**src/rtl/mmio_ctrl_pkg.sv**
```systemverilog
`default_nettype none
// ============================================================================
//  Module : mmio_ctrl_pkg
//  Desc   : Shared IO window base and register offsets for decode/writeback.
//  Rev    : 1.0  initial release
// ============================================================================
package mmio_ctrl_pkg;

    typedef logic [27:0] io_off_t;

    localparam logic [31:0] c_IO_BASE_DEFAULT = 32'h8000_0000;

    localparam io_off_t c_OFF_CTRL = 28'h000_0000;
    localparam io_off_t c_OFF_RX   = 28'h000_0004;
    localparam io_off_t c_OFF_TX   = 28'h000_0008;
    localparam io_off_t c_OFF_CYC  = 28'h000_0010;
    localparam io_off_t c_OFF_INST = 28'h000_0014;
    localparam io_off_t c_OFF_CRST = 28'h000_0018;

endpackage
`default_nettype wire

```
**src/rtl/mmio_ctrl_io_counter.sv**
```systemverilog
`default_nettype none
// ============================================================================
//  Module : io_counter
//  Desc   : Free-running wrap-around counter with synchronous clear.
//  Rev    : 1.0  initial release
// ============================================================================
module io_counter #(
    parameter int CNT_WIDTH = 32
) (
    input  logic                 clk,
    input  logic                 rst,
    input  logic                 i_inc,
    input  logic                 i_clr,
    output logic [CNT_WIDTH-1:0] o_cnt
);

    logic [CNT_WIDTH-1:0] r_cnt;

    // Clear takes precedence over a same-cycle increment.
    always_ff @(posedge clk) begin
        if (rst || i_clr) begin
            r_cnt <= '0;
        end else if (i_inc) begin
            r_cnt <= r_cnt + CNT_WIDTH'(1);
        end
    end

    assign o_cnt = r_cnt;

endmodule
`default_nettype wire

```
**src/rtl/mmio_ctrl.sv**
```systemverilog
`default_nettype none
// ============================================================================
//  Module : mmio_ctrl
//  Desc   : Memory-mapped IO block: UART RX/TX registers and perf counters.
//  Rev    : 1.0  initial release
// ============================================================================
module mmio_ctrl
    import mmio_ctrl_pkg::*;
#(
    parameter logic [31:0] IO_BASE   = c_IO_BASE_DEFAULT,
    parameter int          CNT_WIDTH = 32
) (
    input  logic        clk,
    input  logic        rst,
    input  logic [31:0] addr,
    input  logic [31:0] wdata,
    input  logic        we,
    input  logic        re,
    input  logic        inst_retire,
    input  logic [7:0]  rx_data,
    input  logic        rx_valid,
    output logic        rx_ready,
    output logic [7:0]  tx_data,
    output logic        tx_valid,
    input  logic        tx_ready,
    output logic [31:0] io_rdata,
    output logic        io_sel
);

    logic                 w_hit;
    io_off_t              w_off;
    logic                 w_wr;
    logic                 w_rd;
    logic                 w_tx_wr;
    logic                 w_cnt_clr;
    logic [31:0]          w_rdata_nxt;
    logic [CNT_WIDTH-1:0] w_cyc;
    logic [CNT_WIDTH-1:0] w_inst;
    logic                 w_unused;

    logic [31:0]          r_io_rdata;
    logic                 r_io_sel;
    logic [7:0]           r_tx_data;
    logic                 r_tx_valid;

    assign w_hit    = (addr[31:28] == IO_BASE[31:28]);
    assign w_off    = addr[27:0];
    assign w_wr     = we && w_hit;
    // A store wins over a simultaneous load, so the load side effects are masked.
    assign w_rd     = re && w_hit && !we;
    assign w_tx_wr  = w_wr && (w_off == c_OFF_TX) && !r_tx_valid;
    assign w_cnt_clr = w_wr && (w_off == c_OFF_CRST);
    assign w_unused = &{1'b0, wdata[31:8]};

    assign rx_ready = !rst && w_rd && (w_off == c_OFF_RX) && rx_valid;

    always_comb begin
        w_rdata_nxt = '0;
        if (w_rd) begin
            case (w_off)
                c_OFF_CTRL: w_rdata_nxt = {30'b0, rx_valid, !r_tx_valid};
                c_OFF_RX:   w_rdata_nxt = {24'b0, rx_data};
                c_OFF_CYC:  w_rdata_nxt = 32'(w_cyc);
                c_OFF_INST: w_rdata_nxt = 32'(w_inst);
                default:    w_rdata_nxt = '0;
            endcase
        end
    end

    always_ff @(posedge clk) begin
        if (rst) begin
            r_io_rdata <= '0;
            r_io_sel   <= 1'b0;
            r_tx_data  <= '0;
            r_tx_valid <= 1'b0;
        end else begin
            r_io_rdata <= w_rdata_nxt;
            r_io_sel   <= w_hit && re;
            if (w_tx_wr) begin
                r_tx_data  <= wdata[7:0];
                r_tx_valid <= 1'b1;
            end else if (r_tx_valid && tx_ready) begin
                r_tx_valid <= 1'b0;
            end
        end
    end

    io_counter #(.CNT_WIDTH(CNT_WIDTH)) u_cyc_cnt (
        .clk   (clk),
        .rst   (rst),
        .i_inc (1'b1),
        .i_clr (w_cnt_clr),
        .o_cnt (w_cyc)
    );

    io_counter #(.CNT_WIDTH(CNT_WIDTH)) u_inst_cnt (
        .clk   (clk),
        .rst   (rst),
        .i_inc (inst_retire),
        .i_clr (w_cnt_clr),
        .o_cnt (w_inst)
    );

    assign io_rdata = r_io_rdata;
    assign io_sel   = r_io_sel;
    assign tx_data  = r_tx_data;
    assign tx_valid = r_tx_valid;

endmodule
`default_nettype wire

```
**config.mk**
```make
export PLATFORM = sky130hd
export DESIGN_NAME = mmio_ctrl
export DESIGN_NICKNAME = d
export VERILOG_FILES = /design/src/rtl/mmio_ctrl_pkg.sv /design/src/rtl/mmio_ctrl_io_counter.sv /design/src/rtl/mmio_ctrl.sv
export SDC_FILE = /design/constraint.sdc
export NUM_CORES = 1
export LEC_CHECK = 0
export BUFFER_PORTS_ARGS = -buffer_cell sky130_fd_sc_hd__buf_2
export CAP_MARGIN = 15
export CORE_MARGIN = 2
export CORE_UTILIZATION = 30
export DETAILED_ROUTE_END_ITERATION = 8
export PLACE_DENSITY_LB_ADDON = 0.15
export SETUP_SLACK_MARGIN = 0.5
export SYNTH_ARGS = -nofsm -noshare
export SYNTH_HDL_FRONTEND = slang
export SYNTH_HIERARCHICAL = 1
export SYNTH_SLANG_ARGS = --single-unit
```
**constraint.sdc**
```tcl
create_clock -name clk -period 3.8 [get_ports clk]
set_clock_uncertainty 0.05 [all_clocks]
set_input_delay 0.76 -clock clk [delete_from_list [all_inputs] [get_ports clk]]
set_output_delay 0.76 -clock clk [all_outputs]
set_load 0.02 [all_outputs]
```
Yosys cells after proc, flatten, opt, wreduce, memory -nomap -nowiden
Index checks and enable logic that the tools add are counted.

cells by class
  $add $sub $neg = 2
  multiply operators = 0
  div/mod/pow operators = 0
  $lt $le $gt $ge = 0
  equality and inequality tests = 6
  shifts and indexed selects = 0
  muxes and demuxes = 3
  bitwise operators = 1
  reduce and logical (&&, ||, !) cells = 17

operator list
  kind                     number
  $pmux W32 S4             1
  $eq A28 B5 Y1 const B    3
  $add A32 B1 Y32 const B  2
  $eq A28 B3 Y1 const B    1
  $eq A28 B4 Y1 const B    1
  $logic_not A28 Y1        1
  $logic_and A1 B1 Y1      10
  $eq A4 B4 Y1 const B     1
  $logic_not A1 Y1         3
  $mux W1                  2
  $reduce_bool A2 Y1       1
  $reduce_or A2 Y1         1
  $logic_or A1 B1 Y1       1
  $not A1 Y1               1

word-level totals
  bits in registers = 106
  latch bits = 0
  RAM bits = 0
  memory bits (read-only) = 0
  bits of input ports = 79
  output and inout bits = 43
  word-level logic and storage cells = 35
  memories kept = 0

Depth between registers and ports, before layout
Gate-level depths: netlist of run 1.

  depth after elaboration = 6
  mapped depth = 7

By module
The synthesis of run 1 kept the hierarchy.

by module, submodules not included
  module      times used  cells an instance  area an instance (µm²)
  io_counter  2           178                1566.5
  mmio_ctrl   1           179                1719.1

Least setup slack after synthesis of run 1
OpenSTA, ideal clock, no wires.

  path type = input port to flip-flop
  from = in addr[29]
  to = reg u_cyc_cnt.r_cnt[0] (netlist: u_cyc_cnt/o_cnt[0])
  arrival = 3317 ps
  required time = 3622 ps
  path slack = 305 ps
  stages = 7
  path buffers = 2
  cells stage by stage = or4b_1 or4_1 nor4_1 or2_2 clkbuf_1 buf_1 nor2_1

between the ends
  cells in the longest elaborated chain, start to end = 4

RTL lines
  element               RTL line                    source
  start, declared       mmio_ctrl.sv:15             input logic [31:0] addr,
  $eq A4 B4 Y1          mmio_ctrl.sv:46             assign w_hit = (addr[31:28] == IO_BASE[31:28]);
  $logic_and A1 B1 Y1   mmio_ctrl.sv:48             assign w_wr = we && w_hit;
  $logic_and A1 B1 Y1   mmio_ctrl.sv:52             assign w_cnt_clr = w_wr && (w_off == c_OFF_CRST);
  via w_cnt_clr         mmio_ctrl.sv:35             logic w_cnt_clr;
  $logic_or A1 B1 Y1    mmio_ctrl_io_counter.sv:21  if (rst || i_clr) begin
  end signal, assigned  mmio_ctrl_io_counter.sv:24  r_cnt <= r_cnt + CNT_WIDTH'(1);
  end, declared         mmio_ctrl_io_counter.sv:17  logic [CNT_WIDTH-1:0] r_cnt;

The timed path passes the listed nets, and every way through them passes these cells.
A chain may end at the register's enable or synchronous reset.

Final worst setup path of run 1
  from = in addr[29]
  to = out rx_ready

between the ends
  cells in the longest elaborated chain, start to end = 6

RTL lines
  element                            RTL line         source
  $eq A4 B4 Y1                       mmio_ctrl.sv:46
  $logic_and A1 B1 Y1 (2 in series)  mmio_ctrl.sv:50  assign w_rd = re && w_hit && !we;
  $logic_and A1 B1 Y1 (3 in series)  mmio_ctrl.sv:55  assign rx_ready = !rst && w_rd && (w_off == c_OFF_RX) && rx_valid;
  end, declared                      mmio_ctrl.sv:22  output logic rx_ready,

Every way passes these cells.

==> results of run 1 <==
worst max-delay path: cells and delay by family:
kind	cells	cell delay (ns)
buffers and inverters	2	0.27
and+or+nand+nor	4	1.23
area by class of cell:
class | instances | area share
clock inverter | 3 | 0.01118
inverter | 1 | 0.0006452
sequential | 106 | 0.3647
timing repair buffer | 103 | 0.09118
multi-input combinational | 397 | 0.4441
clock buffer | 11 | 0.04172
tap | 216 | 0.04645
Yosys cell counts, drive strengths merged:
cell,n
a211oi,2
a21oi,30
a22oi,30
a31oi,2
a41o,2
and2,4
and3,8
and4,12
and4b,1
buf,22
clkbuf,9
conb,1
dfxtp,106
ha,2
inv,1
mux2,6
mux2i,17
mux4,1
nand2,28
nand2b,16
nand3,27
nand3b,1
nand4,23
nor2,65
nor2b,2
nor3,7
nor3b,1
nor4,8
o21ai,14
o21ba,1
o31ai,16
or2,2
or3,25
or4,17
or4b,2
xnor2,6
xor2,18
power by group through the flow:
stage	clock network, mW	registers (mW)	logic, mW
floorplan	0	1.15	0.0455
global placement	0	1.15	0.0826
detailed placement	0	1.15	0.0850
CTS	1.02	1.12	0.0852
global route	1.06	1.12	0.0942
finish	0.989	1.12	0.0843
per-stage QoR:
| stage | total power [mW] | instance area, sq um | worst slack, ns | hold WS (ns) | utilization |
|---|---|---|---|---|---|
| after global routing | 2.275 | 5818 | 0.6067 | 0.4427 | 0.3676 |
| after CTS | 2.226 | 5818 | 0.6967 | 0.4259 | 0.3676 |
| after detailed placement | 1.233 | 5510 | 0.5209 | 0.4125 | 0.3481 |
| after global placement | 1.230 | 5510 | 0.5541 | 0.4056 | 0.3481 |
| final | 2.196 | 5818 | 0.7361 | 0.4212 | 0.3676 |
| after floorplan | 1.191 | 4858 | 0.5073 | 0.3963 | - |
sequential cells by signal (all words and copies together) (netlist names):
register,flops
io_rdata,32
tx_valid,1
io_sel,1
u_cyc_cnt/o_cnt,32
tx_data,8
u_inst_cnt/o_cnt,32
metal layers:
metal  GRT usage  wire length (um)  vias to the layer above
li1            -                 -                     2138
met1      0.1983              6104                     1983
met2      0.2307              5518                       91
met3     0.02662               543                       14
met4     0.05616               213                        0
met5           0                 0                        -
cells by family after synthesis:
kind of cell,synth area share
muxes,0.05363
other,0.0007729
AOI/OAI and AO/OA,0.1284
and+or+nand+nor,0.2978
adders and majority gates,0.005156
xor gates and xnor gates,0.04332
buffers and inverters,0.03352
DFF,0.4373
path summary, 6_finish.rpt:
check / endpoint / slack (ns)
max: rx_ready / 0.74
min: tx_data[0] / 0.42
max reg2reg: u_cyc_cnt/o_cnt[29] / 1.68
min reg2reg: tx_data[0] / 0.42
==> summary.txt, run 1 <==
Worst hold path
  – Worst Hold Depth: 2
  – Worst Min Path Start: tx_data[0]
  – Worst hold path class: reg -> reg

STA
  – Fin crit share: 0.8063
  – Final hold vios: 0
  – Rel. slew slack: 0.6640
  – Final setup fails: 0
  – Final Slew Violations: 0
  – RSZ-0062 raised after global routing: no
  – Tightest Pin Transition: 0.5036 ns
  – Highest clock rate: 0.3264 GHz
  – Setup total negative slack: 0 ns
  – Fin crit period: 3.064 ns

Floorplan
  – Die area: 0.01721 sq mm
  – Horiz. Die Dim: 131.2 um
  – Starting Density: 0.3066
  – Row Count: 46
  – Die Height: 131.2 um
  – Total core area: 0.01583 sq mm
  – I/O pin total: 122

Logic synthesis
  – Area leader, netlist: dfxtp_1
  – Synth unique cells: 46
  – Net Count, Synth: 616
  – Synthesized cell area: 0.004852 sq mm
  – Yosys warnings: 6
  – Sequential fraction of the synthesis area: 0.4373
  – #FFs+latches synth: 106
  – Gate Count Post-Synth: 535
  – Post-synth top area share: 0.4373
  – Synth top area cells: dfxtp_1, nor2_1, a22oi_1
  – Synth Area per Inst: 9.069 sq um

Power and ir drop
  – P_sw: 0.4516 mW
  – Pint: 1.744 mW
  – Net Sw Frac: 0.2057
  – Flop pwr share: 0.511
  – PwrDens: 377.4 mW/mm^2
  – Power share of the clock group: 0.450
  – Pleak: 2.149 nW
  – Maximum VDD drop: 0.2085 mV
  – Power share of the combinational group: 0.038

Drt
  – DRT antenna net count: 0
  – Via-to-Cell Ratio: 5.049
  – Total length of routed wires: 12.38 mm
  – Iteration-0 DRC Markers: 259
  – DR pass1 iterations: 4
  – WL/cell: 14.79 um
  – Remaining DRCs: 0
  – Via Count: 4226

Clocking
  – Worst-skew pair later-pin latency: 0.35 ns
  – Clock sink total: 106
  – Root Buffer: clkbuf_16
  – CTS tree: yes
  – # resized after CTS: 0
  – Worst-case clock buffer depth: 2
  – Worst-path clk slew: 0.07 ns
  – Inserted Clock Buffers: 9
  – Setup Fix Bufs, Post-CTS: 0
  – Htree depth: 3
  – Hold-fix buffers, CTS: 0

Setup path
  – Setup crit start: addr[29]
  – CP Data Arrival Time: 2.25 ns
  – CP peak stage delay: 0.54 ns
  – R2R depth: 4
  – Setup CP Type: in -> out
  – RR Startpoint: u_cyc_cnt/o_cnt[3]
  – Slowest cell on the critical path: or4b_1
  – Crit path max fanout: 2
  – Startpoint Class: primary input
  – Top cell by count, worst path: buf_2
  – CP endpoint kind: output pin
  – Cells along the critical path: buf_2, or4b_1, nor3b_1, nand4_1, nor2_1, buf_2
  – Worst EP required: 2.99 ns

Global routing
  – Largest net degree at the start of global routing: 33
  – Vias in the first global route: 4041
  – GRT Util Overall: 0.1460
  – Initial antenna violation count: 0
  – Grt ovf: 0
  – First-pass GRT wire length: 20.43 mm

Placed design
  – Placed cells: 823
  – DPL Wire Length: 9.098 mm
  – Routability cong.: 0.7718
  – PortBufs: 97

Finish
  – Area of the multi-input gates: 0.002584 sq mm
  – Number of diodes: 0
  – Synthesis-to-layout area growth: 19.91%
  – Non-Filler Instances: 837
  – Layout fillers: 1636
  – Sequential cell area: 0.002122 sq mm
  – Share of cells above drive strength 1: 0.2351
  – Most frequent cells in the layout: dfxtp_1, buf_2, nor2_1, a22oi_1, a21oi_1
  – Nets: 699
  – Commonest non-fill, non-tap cell in the layout: dfxtp_1

Run status
  – Outcome: finished, final reports clean

Job
  – Max cap viols: 0
No activity file was read; power rests on OpenSTA's default activity.
==> run 2, diff against run 1 <==
==> constraint.sdc (replaced) <==
create_clock -name clk -period 2.9 [get_ports clk]
set_clock_uncertainty 0.05 [all_clocks]
set_input_delay 0.58 -clock clk [delete_from_list [all_inputs] [get_ports clk]]
set_output_delay 0.58 -clock clk [all_outputs]
set_load 0.02 [all_outputs]
==> run 2 against run 1 <==
Against the previous run:
- die area is the same
- total power increased by 41%
- clock-buffer cell count is 1 lower
- worst setup slack got worse by 0.40 ns
- first-iteration DRC count decreased by 15%
- register-to-register slack lost 0.87 ns
- combinational power up 81%
- utilization is 2.9 points higher
- sequential power is 31% higher
- non-clock buffer count increased by 13
- cell count increased by 1.7%
==> summary.txt, run 2 (same netlist as run 1, synthesis figures left out) <==
Run status
  – Outcome: finished, final reports clean

Finish
  – Share of cells above drive strength 1: 0.3055
  – Non-Filler Instances: 851
  – Nets: 712
  – Synthesis-to-layout area growth: 29.37%
  – Number of diodes: 0
  – Most frequent cells in the layout: dfxtp_1, buf_2, nor2_1, a22oi_1, nand2_1
  – Finished Core Util: 0.3966
  – Commonest non-fill, non-tap cell in the layout: dfxtp_1
  – Layout fillers: 1558

Drt
  – DR pass1 iterations: 4
  – DRT antenna net count: 0
  – Remaining DRCs: 0
  – Total length of routed wires: 12.94 mm
  – Via Count: 4320
  – Via-to-Cell Ratio: 5.076
  – WL/cell: 15.21 um
  – Iteration-0 DRC Markers: 220

Setup path
  – Setup CP Type: in -> out
  – Startpoint Class: primary input
  – Worst path depth: 6
  – Crit path max fanout: 2
  – Worst path bufs/invs: 2
  – Slowest cell on the critical path: or4b_4
  – CP peak stage delay: 0.55 ns
  – CP endpoint kind: output pin
  – Setup crit start: addr[30]
  – RR Startpoint: u_cyc_cnt/o_cnt[4]
  – Worst EP required: 2.27 ns
  – Cells along the critical path: buf_6, or4b_4, nor3b_4, nand4_1, nor2_4, buf_6
  – Top cell by count, worst path: buf_6
  – Setup crit end: rx_ready
  – R2R depth: 4
  – CP Data Arrival Time: 1.93 ns
  – R2r setup slk: 0.81 ns
  – Top Family by Delay on Critical Path: simple AND/OR/NAND/NOR gates
  – R2R Path End: u_cyc_cnt/o_cnt[29]

Power and ir drop
  – P_sw: 0.6368 mW
  – Pint: 2.468 mW
  – Total Power: 3.105 mW
  – Maximum VDD drop: 0.3046 mV
  – Power share of the combinational group: 0.049
  – Pleak: 2.289 nW
  – Power share of the clock group: 0.477
  – Flop pwr share: 0.474
  – Net Sw Frac: 0.2051
  – PwrDens: 494.7 mW/mm^2

STA
  – Fin crit period: 2.562 ns
  – Final Slew Violations: 0
  – Setup total negative slack: 0 ns
  – Final setup fails: 0
  – Highest clock rate: 0.3903 GHz
  – Fin crit share: 0.8835
  – Final hold vios: 0
  – RSZ-0062 raised after global routing: yes

Global routing
  – Vias in the first global route: 4087
  – Grt ovf: 0
  – GRT Util Overall: 0.1496
  – Initial antenna violation count: 0
  – First-pass GRT wire length: 20.93 mm
  – Largest net degree at the start of global routing: 33

Floorplan
  – I/O pin total: 122
  – Total core area: 0.01583 sq mm
  – Horiz. Die Dim: 131.2 um
  – Die Height: 131.2 um
  – Row Count: 46
  – Die area: 0.01721 sq mm
  – Starting Density: 0.3066

Clocking
  – Root Buffer: clkbuf_16
  – Inserted Clock Buffers: 9
  – Clock sink total: 106
  – CTS tree: yes
  – Htree depth: 3
  – Worst-case clock buffer depth: 2
  – Worst-skew pair later-pin latency: 0.36 ns
  – Worst-path clk slew: 0.07 ns

Placed design
  – PortBufs: 97
  – DPL Wire Length: 9.231 mm
  – Routability cong.: 0.7530
  – Placed cells: 828

Job
  – Max cap viols: 0

Worst hold path
  – Worst hold path class: in -> reg
## run 2: changes by cell type in the layout (fill, tap and decap cells not counted), moves of 3 or more
cell       delta
clkbuf_16     +4
nor2_4       +12
a21oi_1      -16
nor2_2        +3
a21oi_2      +15
buf_6         +4
buf_4         +5
nor2_1       -15
## run 2: layer usage
| layer | wire (um) | global-route usage | vias to the layer above |
|---|---|---|---|
| met5 | 0 | 0 | - |
| met4 | 163 | 0.04529 | 0 |
| met3 | 615 | 0.03048 | 10 |
| met2 | 6072 | 0.2371 | 110 |
| met1 | 6091 | 0.2054 | 2033 |
| li1 | - | - | 2167 |
## run 2: area by class of cell
| type | count | area, sq um | share of cell area |
|---|---|---|---|
| clock buffer | 10 | 229.0 | 0.03648 |
| clock inverter | 5 | 127.6 | 0.02033 |
| inverter | 1 | 3.754 | 0.0005980 |
| multi-input combinational | 397 | 2781 | 0.4431 |
| sequential | 106 | 2122 | 0.3381 |
| tap | 216 | 270.3 | 0.04305 |
| timing repair buffer | 116 | 743.2 | 0.1184 |
## run 2: worst min-delay path by stage
stage	endpoint	cells past startpoint	startpoint	slack, ns
2_1_floorplan	u_inst_cnt/o_cnt[31]	2	u_inst_cnt/o_cnt[31]	0.40
3_3_place_gp	tx_data[7]	2	tx_data[7]	0.41
3_5_place_dp	tx_data[1]	2	tx_data[1]	0.41
5_1_grt	tx_data[3]	3	wdata[3]	0.43
6_report	io_rdata[4]	3	rx_data[4]	0.43
4_1_cts	tx_data[2]	3	wdata[2]	0.41
## run 2: power by group through the flow
| stage | logic (mW) | clock network (mW) | registers, mW |
|---|---|---|---|
| detailed placement | 0.122 | 0 | 1.50 |
| global placement | 0.119 | 0 | 1.50 |
| finish | 0.153 | 1.48 | 1.47 |
| floorplan | 0.0650 | 0 | 1.50 |
| global route | 0.167 | 1.58 | 1.47 |
| CTS | 0.123 | 1.52 | 1.47 |
## run 2: repair_timing
action / CTS / global route
cloned: 0 / 5
gates resized for setup: 4 / 44
endpoints found under the hold margin: 0 / 0
pin swaps: 2 / 21
hold buffers: 0 / 0
setup endpoints to repair: 2 / 39
buffers inserted: 1 / 2
## run 2: per-stage QoR
stage                     area (sq um)  setup slack (ns)  hold WS [ns]
after floorplan                   4922            0.2644        0.3963
after global placement            5602            0.1250        0.4057
after detailed placement          5602            0.1052        0.4128
after CTS                         5983            0.3138        0.4146
after global routing              6277            0.2988        0.4323
final                             6277            0.3380        0.4252
## run 2: tightest hold or removal path, stage by stage
cell	delay [ns]
buf_2	0.08
a22oi_1	0.06
nor2_1	0.08
